--- config.mk ---
export PLATFORM = sky130hd
export DESIGN_NAME = fetch_req_ctrl
export DESIGN_NICKNAME = d
export VERILOG_FILES = /design/src/rtl/fetch_req_ctrl.sv
export SDC_FILE = /design/constraint.sdc
export NUM_CORES = 1
export LEC_CHECK = 0
export CORE_UTILIZATION = 40
export DETAILED_ROUTE_END_ITERATION = 6
export PLACE_DENSITY_LB_ADDON = 0.2
export REMOVE_ABC_BUFFERS = 1
export SKIP_CTS_REPAIR_TIMING = 1
export SYNTH_ARGS = -nofsm -noshare
export SYNTH_HDL_FRONTEND = slang
export SYNTH_SLANG_ARGS = --single-unit
--- constraint.sdc ---
create_clock -name clk -period 3.5 [get_ports clk]
set_input_delay 0.35 -clock clk [delete_from_list [all_inputs] [get_ports clk]]
set_output_delay 0.35 -clock clk [all_outputs]
set_load 0.02 [all_outputs]
--- src/rtl/fetch_req_ctrl.sv ---
`default_nettype none
// ============================================================================
//  Module      : fetch_req_ctrl
//  Description : Instruction-fetch request sequencer. Issues one imem read at
//                a time, buffers returned words with their PC in a small
//                FIFO for decode, and on a backend redirect retargets the
//                fetch PC, flushes the FIFO and drops the stale response.
//  Revision    : 1.0  initial release
// ============================================================================
module fetch_req_ctrl #(
    parameter int          FIFO_DEPTH = 4,
    parameter logic [31:0] RESET_PC   = 32'h1eceb000,
    parameter int          CNT_WIDTH  = 32
) (
    input  logic                 clk,
    input  logic                 rst,
    input  logic                 redirect,
    input  logic [31:0]          redirect_pc,
    output logic [31:0]          imem_addr,
    output logic [3:0]           imem_rmask,
    input  logic [31:0]          imem_rdata,
    input  logic                 imem_resp,
    output logic                 instr_valid,
    input  logic                 instr_ready,
    output logic [31:0]          instr,
    output logic [31:0]          instr_pc,
    output logic [CNT_WIDTH-1:0] discard_count,
    output logic                 busy
);

    localparam int c_ptr_w = $clog2(FIFO_DEPTH);
    localparam logic [c_ptr_w:0] c_depth = (c_ptr_w + 1)'(FIFO_DEPTH);

    localparam logic [1:0] c_st_issue   = 2'd0;
    localparam logic [1:0] c_st_wait    = 2'd1;
    localparam logic [1:0] c_st_discard = 2'd2;

    logic [1:0]           r_state;
    logic [31:0]          r_pc;
    logic [31:0]          r_req_addr;
    logic [31:0]          r_fifo_instr [FIFO_DEPTH];
    logic [31:0]          r_fifo_pc    [FIFO_DEPTH];
    logic [c_ptr_w-1:0]   r_wr_ptr;
    logic [c_ptr_w-1:0]   r_rd_ptr;
    logic [c_ptr_w:0]     r_count;
    logic [CNT_WIDTH-1:0] r_discard;

    logic w_fifo_empty;
    logic w_has_space;
    logic w_issue;
    logic w_push;
    logic w_pop;
    logic w_drop;

    // Space is judged on the registered count, so a slot is reserved for the
    // single outstanding request and a push can never find the FIFO full.
    assign w_fifo_empty = (r_count == '0);
    assign w_has_space  = (r_count < c_depth);
    assign w_issue      = (r_state == c_st_issue) && !redirect && w_has_space;
    assign w_push       = (r_state == c_st_wait) && imem_resp && !redirect;
    // A redirect flushes the FIFO, so a same-cycle pop is meaningless.
    assign w_pop        = !w_fifo_empty && instr_ready && !redirect;
    assign w_drop       = imem_resp &&
                          (((r_state == c_st_wait) && redirect) || (r_state == c_st_discard));

    // While a request is outstanding the address is held from the issue
    // cycle; in DISCARD pc is already retargeted but the memory still
    // expects the stale address until it answers.
    assign imem_addr     = (r_state == c_st_issue) ? r_pc : r_req_addr;
    assign imem_rmask    = (w_issue && !rst) ? 4'hf : 4'h0;
    assign busy          = (r_state != c_st_issue);
    assign instr_valid   = !w_fifo_empty;
    assign instr         = w_fifo_empty ? 32'h0 : r_fifo_instr[r_rd_ptr];
    assign instr_pc      = w_fifo_empty ? 32'h0 : r_fifo_pc[r_rd_ptr];
    assign discard_count = r_discard;

    // Request sequencer: issue, wait for the response, or discard a stale one.
    always_ff @(posedge clk or posedge rst) begin
        if (rst) begin
            r_state    <= c_st_issue;
            r_pc       <= RESET_PC;
            r_req_addr <= RESET_PC;
        end else begin
            case (r_state)
                c_st_issue: begin
                    if (redirect) begin
                        r_pc <= redirect_pc;
                    end else if (w_has_space) begin
                        r_req_addr <= r_pc;
                        r_state    <= c_st_wait;
                    end
                end
                c_st_wait: begin
                    if (redirect) begin
                        r_pc    <= redirect_pc;
                        r_state <= imem_resp ? c_st_issue : c_st_discard;
                    end else if (imem_resp) begin
                        r_pc    <= r_pc + 32'd4;
                        r_state <= c_st_issue;
                    end
                end
                c_st_discard: begin
                    if (redirect) begin
                        r_pc <= redirect_pc;
                    end
                    if (imem_resp) begin
                        r_state <= c_st_issue;
                    end
                end
                default: r_state <= c_st_issue;
            endcase
        end
    end

    // FIFO pointers and occupancy; a redirect empties the queue.
    always_ff @(posedge clk or posedge rst) begin
        if (rst) begin
            r_wr_ptr <= '0;
            r_rd_ptr <= '0;
            r_count  <= '0;
        end else if (redirect) begin
            r_wr_ptr <= '0;
            r_rd_ptr <= '0;
            r_count  <= '0;
        end else begin
            if (w_push) begin
                r_wr_ptr <= r_wr_ptr + 1'b1;
            end
            if (w_pop) begin
                r_rd_ptr <= r_rd_ptr + 1'b1;
            end
            case ({w_push, w_pop})
                2'b10:   r_count <= r_count + 1'b1;
                2'b01:   r_count <= r_count - 1'b1;
                default: r_count <= r_count;
            endcase
        end
    end

    // FIFO storage; head outputs are masked when empty, so no reset needed.
    always_ff @(posedge clk) begin
        if (w_push) begin
            r_fifo_instr[r_wr_ptr] <= imem_rdata;
            r_fifo_pc[r_wr_ptr]    <= r_pc;
        end
    end

    // Saturating count of responses dropped because of a redirect.
    always_ff @(posedge clk or posedge rst) begin
        if (rst) begin
            r_discard <= '0;
        end else if (w_drop && (r_discard != '1)) begin
            r_discard <= r_discard + 1'b1;
        end
    end

endmodule
`default_nettype wire

Word level (Yosys, flattened, before mapping):

Memories as Yosys holds them, arrays and structs flattened.
Index checks and enable logic that the tools add are counted.

* latch bits: 0
* memories kept: 2
* logic and storage cells: 73
* flip-flop bits (word level): 105
* output and inout bits: 134
* bits in writable memories: 256
* ROM bits: 0
* input bits: 69

Memories
* r_fifo_instr: depth 4, bits a word 32, rd ports 1, clocked after memory_dff 0, wr ports 1, RTL line 41 `logic [31:0] r_fifo_instr [FIFO_DEPTH];`
* r_fifo_pc: depth 4, bits a word 32, rd ports 1, clocked after memory_dff 0, wr ports 1, RTL line 42 `logic [31:0] r_fifo_pc [FIFO_DEPTH];`

* equal/unequal tests: 9
* order comparisons: 1
* div/mod/pow operators: 0
* shift-type cells: 0
* $add $sub $neg: 6
* reduce and logical (&&, ||, !) cells: 25
* mux-type cells: 22
* $mul: 0
* bitwise logic cells: 1

Operators by type and width (number)
* $mux 32: 6
* $pmux 32 s2: 1
* $add 32x1->32 const B: 1
* $add 32x3->32 const B: 1
* $ne 32x32->1 const B: 1
* $mux 2: 9
* $logic_and 1x1->1: 10
* $reduce_bool 2->1: 4
* $pmux 2 s3: 1
* $pmux 3 s2: 1
* $reduce_and 3->1: 2
* $add 2x1->2 const B: 2
* $eq 2x1->1 const B: 2
* $eq 2x2->1 const B: 2
* $mux 4: 1
* $ne 2x2->1 const B: 2
* $add 3x1->3 const B: 1
* $logic_not 1->1: 3
* $logic_not 3->1: 1
* $lt 3x3->1 const B: 1
* $mux 3: 1
* $ne 3x3->1 const B: 1
* $reduce_bool 3->1: 1
* $sub 3x1->3 const B: 1
* other kinds (7): 8

Depth between registers and ports, before layout:

Gate-level depths: netlist of run 1.

* depth after elaboration: 7
* depth in mapped cells: 8
* gate-level depth less buffers: 7

Worst setup path before layout of run 1:

No wires, ideal clock.

* path type: reg-to-reg
* from: register r_state[0]
* to: memory r_fifo_instr[0][0] (enable)
* period minus slack after synthesis: 3019 ps
* path slack: 481 ps
* stages on the path, launching flop included: 5
* setup time: 429 ps
* required time: 3071 ps
* arrival time: 2590 ps
* path buffers: 1
* cells stage by stage: dfrtp_1 -> and2_1 -> o21a_1 -> clkbuf_1 -> and3_1

* longest elaborated chain between the ends: 5

Ends and longest elaborated chain
* start: declaration: RTL line 38 `logic [1:0] r_state;`
* start signal: assignment: RTL line 80 `r_state <= c_st_issue;`
* start signal: assignment: RTL line 90 `r_state <= c_st_wait;`
* start signal: assignment: RTL line 96 `r_state <= imem_resp ? c_st_issue : c_st_discard;`
* $eq 2x1->1: RTL line 60 `assign w_push = (r_state == c_st_wait) && imem_resp && !redirect;`
* $logic_and 1x1->1 (2 in series): RTL line 60
* $mux 1: RTL line 142 `if (w_push) begin`
* $mux 1 (implied by the code): RTL line 143 `r_fifo_instr[r_wr_ptr] <= imem_rdata;`
* end: declaration: RTL line 41

No other way between the ends.

Worst setup path after layout of run 1:

* from: register r_count[2]
* to: output instr_pc[31]

* longest elaborated chain between the ends: 2

Ends and longest elaborated chain
* start: declaration: RTL line 45 `logic [c_ptr_w:0] r_count;`
* start signal: assignment: RTL line 133 `2'b10: r_count <= r_count + 1'b1;`
* start signal: assignment: RTL line 134 `2'b01: r_count <= r_count - 1'b1;`
* start signal: assignment: RTL line 135 `default: r_count <= r_count;`
* $logic_not 3->1: RTL line 57 `assign w_fifo_empty = (r_count == '0);`
* $mux 32: RTL line 74 `assign instr_pc = w_fifo_empty ? 32'h0 : r_fifo_pc[r_rd_ptr];`
* end: declaration: RTL line 26 `output logic [31:0] instr_pc,`

No other way between the ends.

==> results.ini, run 1 <==
[layout]
layout-drive-gt1-share=0.237
multiInputGateArea_um2=4830
fillers=3115
syn2layout_area_growth_pct=27.1
final-seq-area_um2=10400
num-nets-final=1255
fin_util=0.519
fin_area_um2=19600

[logic_synthesis]
syn_avg_cell_area_um2=16.1
ys_warn_count=0
synth_edf_count=256
syn_inst=959
synth-seq-cells=361
postSynth.asyncResetShare=0.291
synth_ff_type=edfxtp_1
ys_seq_area_frac=0.671
netlist_area_um2=15400
synth_cell_types=70

[sta]
skew_ns=0.0119
setup_slack_ns=0.181
setup_viol=0
min_period_ns=3.32
clock.fmax_mhz=301
fin_crit_sh=0.948
rsz0062_at_grt=false
hold_violations=0
finalMaxSlewViolations=0
max_slew_margin=0.497
tightest_slew_ns=0.755

[power_and_ir_drop]
ir_drop_mv=0.391
power_density_nw_per_um2=622
power_leakage_nw=6.75
total_power_mw=12.2

[clocking]
clk_path_buf_depth=3
clock_sinks=361
cts_tree=yes
path_clk_slew_ns=0.06
htreeDepth=2
cts_root_buffer=clkbuf_16
cts_made_buffers=39
clk_latency_ns=0.52

[floorplanning]
core-area_um2=37800
die_w_um=198
initial_core_util=0.408
fp.dieH_um=198
boundaryPins=203
dieArea_um2=39300
rows=71

[global_route]
top_usage_layer=met2
antenna_found_initial=6
grt_util_met2=0.305
grt_use_total=0.189
grt_pass1_wl_um=55400
grt_max_degree=49
met1_usage=0.259
grt_overflow=0
grt_pass1_vias=9194
use_met3=0.0412

[worst_setup_path]
critPathRequiredTime_ns=3.15
cp-end-kind=output pin
worstPathArrival_ns=2.97
critical_path_class=reg -> out
startpoint_type=flip-flop
crit_fanout=39

[routing]
routed_wl_um=36700
drc_errors=0
vias_per_cell=5.30
antenna_left=0
post_drt_wl_per_cell_um=21.3
vias=9118
drt_iter0_markers=481
drtPass1Iterations=4

[run]
maxCapViolCount=0

[placement]
hpwlAfterDp_um=23300
place_congestion=0.811
dp_slack_ns=0.656
port_buffers=202
dpl_cell_area_um2=18200

[hold_path]
hold_class=in -> async

[status]
status=finished, final reports clean

## cell type report
cell class	count	area share
Clock buffer	49	0.0555
Sequential cell	361	0.528
Clock inverter	22	0.0132
Inverter	10	0.00204
Tap cell	511	0.0326
Timing Repair Buffer	236	0.122
Antenna cell	1	0.000128
Multi-Input combinational cell	531	0.246
## cell families after synthesis
group / Yosys count / share of synthesized area
multiplexers: 129 / 0.141
XOR/XNOR: 36 / 0.0204
buffers and inverters: 67 / 0.0189
AND/OR/NAND/NOR: 257 / 0.102
adder cells (fa/ha/maj): 7 / 0.00617
AO/OA/AOI/OAI: 102 / 0.0411
flip-flops: 361 / 0.671
## power by group
part / total, mW / switching (mW) / leakage (nW) / internal (mW)
Combinational: 2.59 / 1.26 / 2.52 / 1.33
Clock: 4.25 / 1.66 / 0.658 / 2.59
Sequential: 5.35 / 0.366 / 3.57 / 4.98
## registers in the layout (all words and copies together) (netlist names)
name	cells
discard_count	32
r_count	3
r_fifo_instr	128
r_fifo_pc	128
r_pc	32
r_rd_ptr	2
r_req_addr	32
r_state	2
r_wr_ptr	2
## path summary, 6_finish.rpt
check	endpoint	slack (ns)	startpoint	depth (start not counted)
setup / recovery	instr_pc[31]	0.18	r_count[2]	4
hold / removal	r_count[1]	0.31	rst	2
setup reg to reg	r_pc[20]	1.14	r_pc[2]	6
hold reg to reg	r_req_addr[9]	0.50	r_req_addr[9]	1
max in group asynchronous	discard_count[24]	2.28	rst	3
min in group clk	r_pc[17]	0.39	redirect_pc[17]	3
## synth_stat cells, drive strengths merged, types with 3 or more instances
master	count	area share
a211oi	3	0.0015
a21oi	36	0.012
o22ai	7	0.0028
edfxtp	256	0.50
nand4	27	0.013
clkbuf	30	0.0074
dfstp	24	0.041
a2bb2oi	3	0.0017
and4	8	0.0047
a31oi	4	0.0016
o22a	3	0.0017
a311oi	3	0.0017
nor3	14	0.0070
nand3	23	0.0083
ha	6	0.0049
buf	27	0.0091
mux4	64	0.093
mux2	63	0.046
nand2	39	0.0095
nor2	41	0.011
xor2	17	0.0097
inv	9	0.0022
and3	14	0.0058
dfrtp	81	0.13
xnor2	19	0.011
o21ai	27	0.0088
nor4	11	0.0082
or3	3	0.0012
and2	68	0.028
## routing by layer
layer / part of all wire / vias up / wire (µm)
li1: - / 4143 / -
met1: 0.45 / 4678 / 16500
met2: 0.47 / 230 / 17400
met3: 0.057 / 57 / 2100
met4: 0.018 / 10 / 655
met5: 0.0021 / - / 77
## cells in the final DEF (no fill, tap or decap), types with 25 or more instances in the layout
cell | synthesis | layout
edfxtp_1 | 256 | 256
clkdlybuf4s50_1 | 0 | 202
dfrtp_1 | 81 | 79
and2_1 | 67 | 67
mux4_2 | 64 | 64
mux2_2 | 62 | 62
clkbuf_16 | 0 | 42
nand2_1 | 39 | 39
nor2_1 | 35 | 35
a21oi_1 | 35 | 35
o21ai_0 | 26 | 26
buf_4 | 3 | 25
## critical path: stages, from the launching register on
cell	delay, ns
dfrtp_1	0.46
or3_2	0.87
buf_4	0.39
and2_1	0.18
clkdlybuf4s50_1	0.53
## metrics by stage
| stage | instances | hold slack [ns] | setup TNS, ns |
|---|---|---|---|
| 2_1_floorplan | 902 | 0.416 | -253.97 |
| 3_3_place_gp | 1649 | 0.484 | 0 |
| 4_1_cts | 1720 | 0.350 | 0 |
| 6_report | 1721 | 0.311 | 0 |
| 5_1_grt | 1720 | 0.383 | 0 |
| 3_5_place_dp | 1649 | 0.493 | 0 |
(Power assumes the default switching activity.)
==> run 2: changes to the inputs <==
CTS_BUF_LIST = sky130_fd_sc_hd__clkbuf_16   (was unset)
GPL_ROUTABILITY_DRIVEN = 0   (was unset)
==> results.ini, run 2 (synthesis gave the netlist of run 1 again) <==
[routing]
routed_wl_um=36800
drc_errors=0
antenna_left=0
vias_per_cell=5.29
vias=9100
drtPass1Iterations=5
drt_iter0_markers=560
post_drt_wl_per_cell_um=21.4

[layout]
fin_util=0.519
syn2layout_area_growth_pct=27.0
layout_commonest_cell=edfxtp_1
fillers=3116
final_cell_mix=256 x edfxtp_1, 202 x clkdlybuf4s50_1, 79 x dfrtp_1, 67 x and2_1, 64 x mux4_2
fin_area_um2=19600
layout-drive-gt1-share=0.237
reg_top3=r_fifo_instr: 128 flops, r_fifo_pc: 128 flops
num-nets-final=1255

[sta]
rsz0062_at_grt=false
skew_ns=0.0110
fin_crit_sh=0.949
finalMaxSlewViolations=0
min_period_ns=3.32
clock.fmax_mhz=301
hold_violations=0
fin_hold_ws_ns=0.310
setup_viol=0
max_slew_margin=0.498
tightest_slew_ns=0.753

[worst_setup_path]
slowest_stage=or3_2
critical_path_class=reg -> out
r2r_slack_ns=1.15
reg2reg_from=r_pc[2]
startpoint_type=flip-flop
crit_chain=or3_2, buf_4, and2_1, clkdlybuf4s50_1
crit_fanout=39
critPathMaxStageDelay_ns=0.87
cp-end-kind=output pin
worstPathArrival_ns=2.97
critPathRequiredTime_ns=3.15
crit_path_start=r_count[2]

[clocking]
clk_path_buf_depth=3
cts_tree=yes
clk_latency_ns=0.52
htreeDepth=2
clock_sinks=361
cts_root_buffer=clkbuf_16
path_clk_slew_ns=0.06
cts_made_buffers=39

[power_and_ir_drop]
seqPwrFrac=0.440
power_leakage_nw=6.77
power_density_nw_per_um2=620
swShare=0.271
ir_drop_mv=0.391
comb_power_share=0.213
internal_power_mw=8.86
clockPowerShare=0.347
power.switching_mw=3.30

[status]
status=finished, final reports clean

[floorplanning]
die_w_um=198
core-area_um2=37800
boundaryPins=203
initial_core_util=0.408
rows=71
dieArea_um2=39300
fp.dieH_um=198

[global_route]
antenna_found_initial=6
grt_max_degree=49
grt_overflow=0
grt_pass1_vias=9195
grt_pass1_wl_um=55500
grt_use_total=0.189

[hold_path]
hold_class=in -> async

[run]
maxCapViolCount=0

[placement]
hpwlAfterDp_um=23300
port_buffers=202
dpl_cell_area_um2=18200

==> run 2: changes by cell type in the layout (fill, tap and decap cells not counted), sizes merged <==
cell | previous run | this run
clkbuf | 49 | 42
clkinv | 15 | 16
inv | 11 | 17
==> run 2: area by class of cell <==
class	count	area (µm²)	area share
antenna	1	2.50	0.000128
clock inverter	29	284	0.0145
multi-input combinational	531	4830	0.246
tap	511	639	0.0326
inverter	10	40.0	0.00204
timing repair buffer	236	2390	0.122
sequential	361	10400	0.529
clock buffer	42	1050	0.0537
==> run 2: worst paths after layout <==
kind | depth (start not counted) | to
worst max-delay path | 4 | instr_pc[31]
min in group clk | 3 | r_pc[17]
worst min-delay path | 2 | r_count[1]
worst min register to register | 1 | r_req_addr[21]
max in group asynchronous | 3 | discard_count[24]
worst max register to register | 6 | r_pc[20]
==> run 2: layer usage <==
metal | GRT usage | part of all wire | up-vias
met4 | 0.0436 | 0.018 | 10
li1 | - | - | 4139
met2 | 0.305 | 0.47 | 239
met5 | 0 | 0.0021 | -
met1 | 0.259 | 0.45 | 4655
met3 | 0.0412 | 0.056 | 57
==> run 2: power groups by stage <==
stage / Sequential [mW] / Combinational (mW) / Clock [mW]
3_3_place_gp: 5.43 / 2.60 / 0
6_report: 5.35 / 2.59 / 4.21
5_1_grt: 5.40 / 2.78 / 4.45
2_1_floorplan: 5.37 / 1.43 / 0
4_1_cts: 5.35 / 2.64 / 4.31
3_5_place_dp: 5.43 / 2.63 / 0
==> run 2: worst max-delay path: cells and delay by family (launching register included) <==
| family | cells | cell delay, ns |
|---|---|---|
| AND/OR/NAND/NOR | 2 | 1.05 |
| buffers and inverters | 2 | 0.92 |
| flip-flops | 1 | 0.46 |
==> run 2: per-stage QoR <==
stage	cells	total power [mW]	setup WS, ns	setup TNS, ns
after CTS	1720	12.3	0.0924	0
after detailed placement	1649	8.06	0.656	0
after global placement	1649	8.03	0.670	0
final	1721	12.2	0.179	0
after floorplan	902	6.80	-0.899	-253.97
after global routing	1720	12.6	0.00569	0
==> run 3: changes to the inputs <==
CAP_MARGIN = 25   (was unset)
SKIP_LAST_GASP = 1   (was unset)
==> results of run 3 <==
No change in the layout: final DEF, timing and power equal those of run 2.
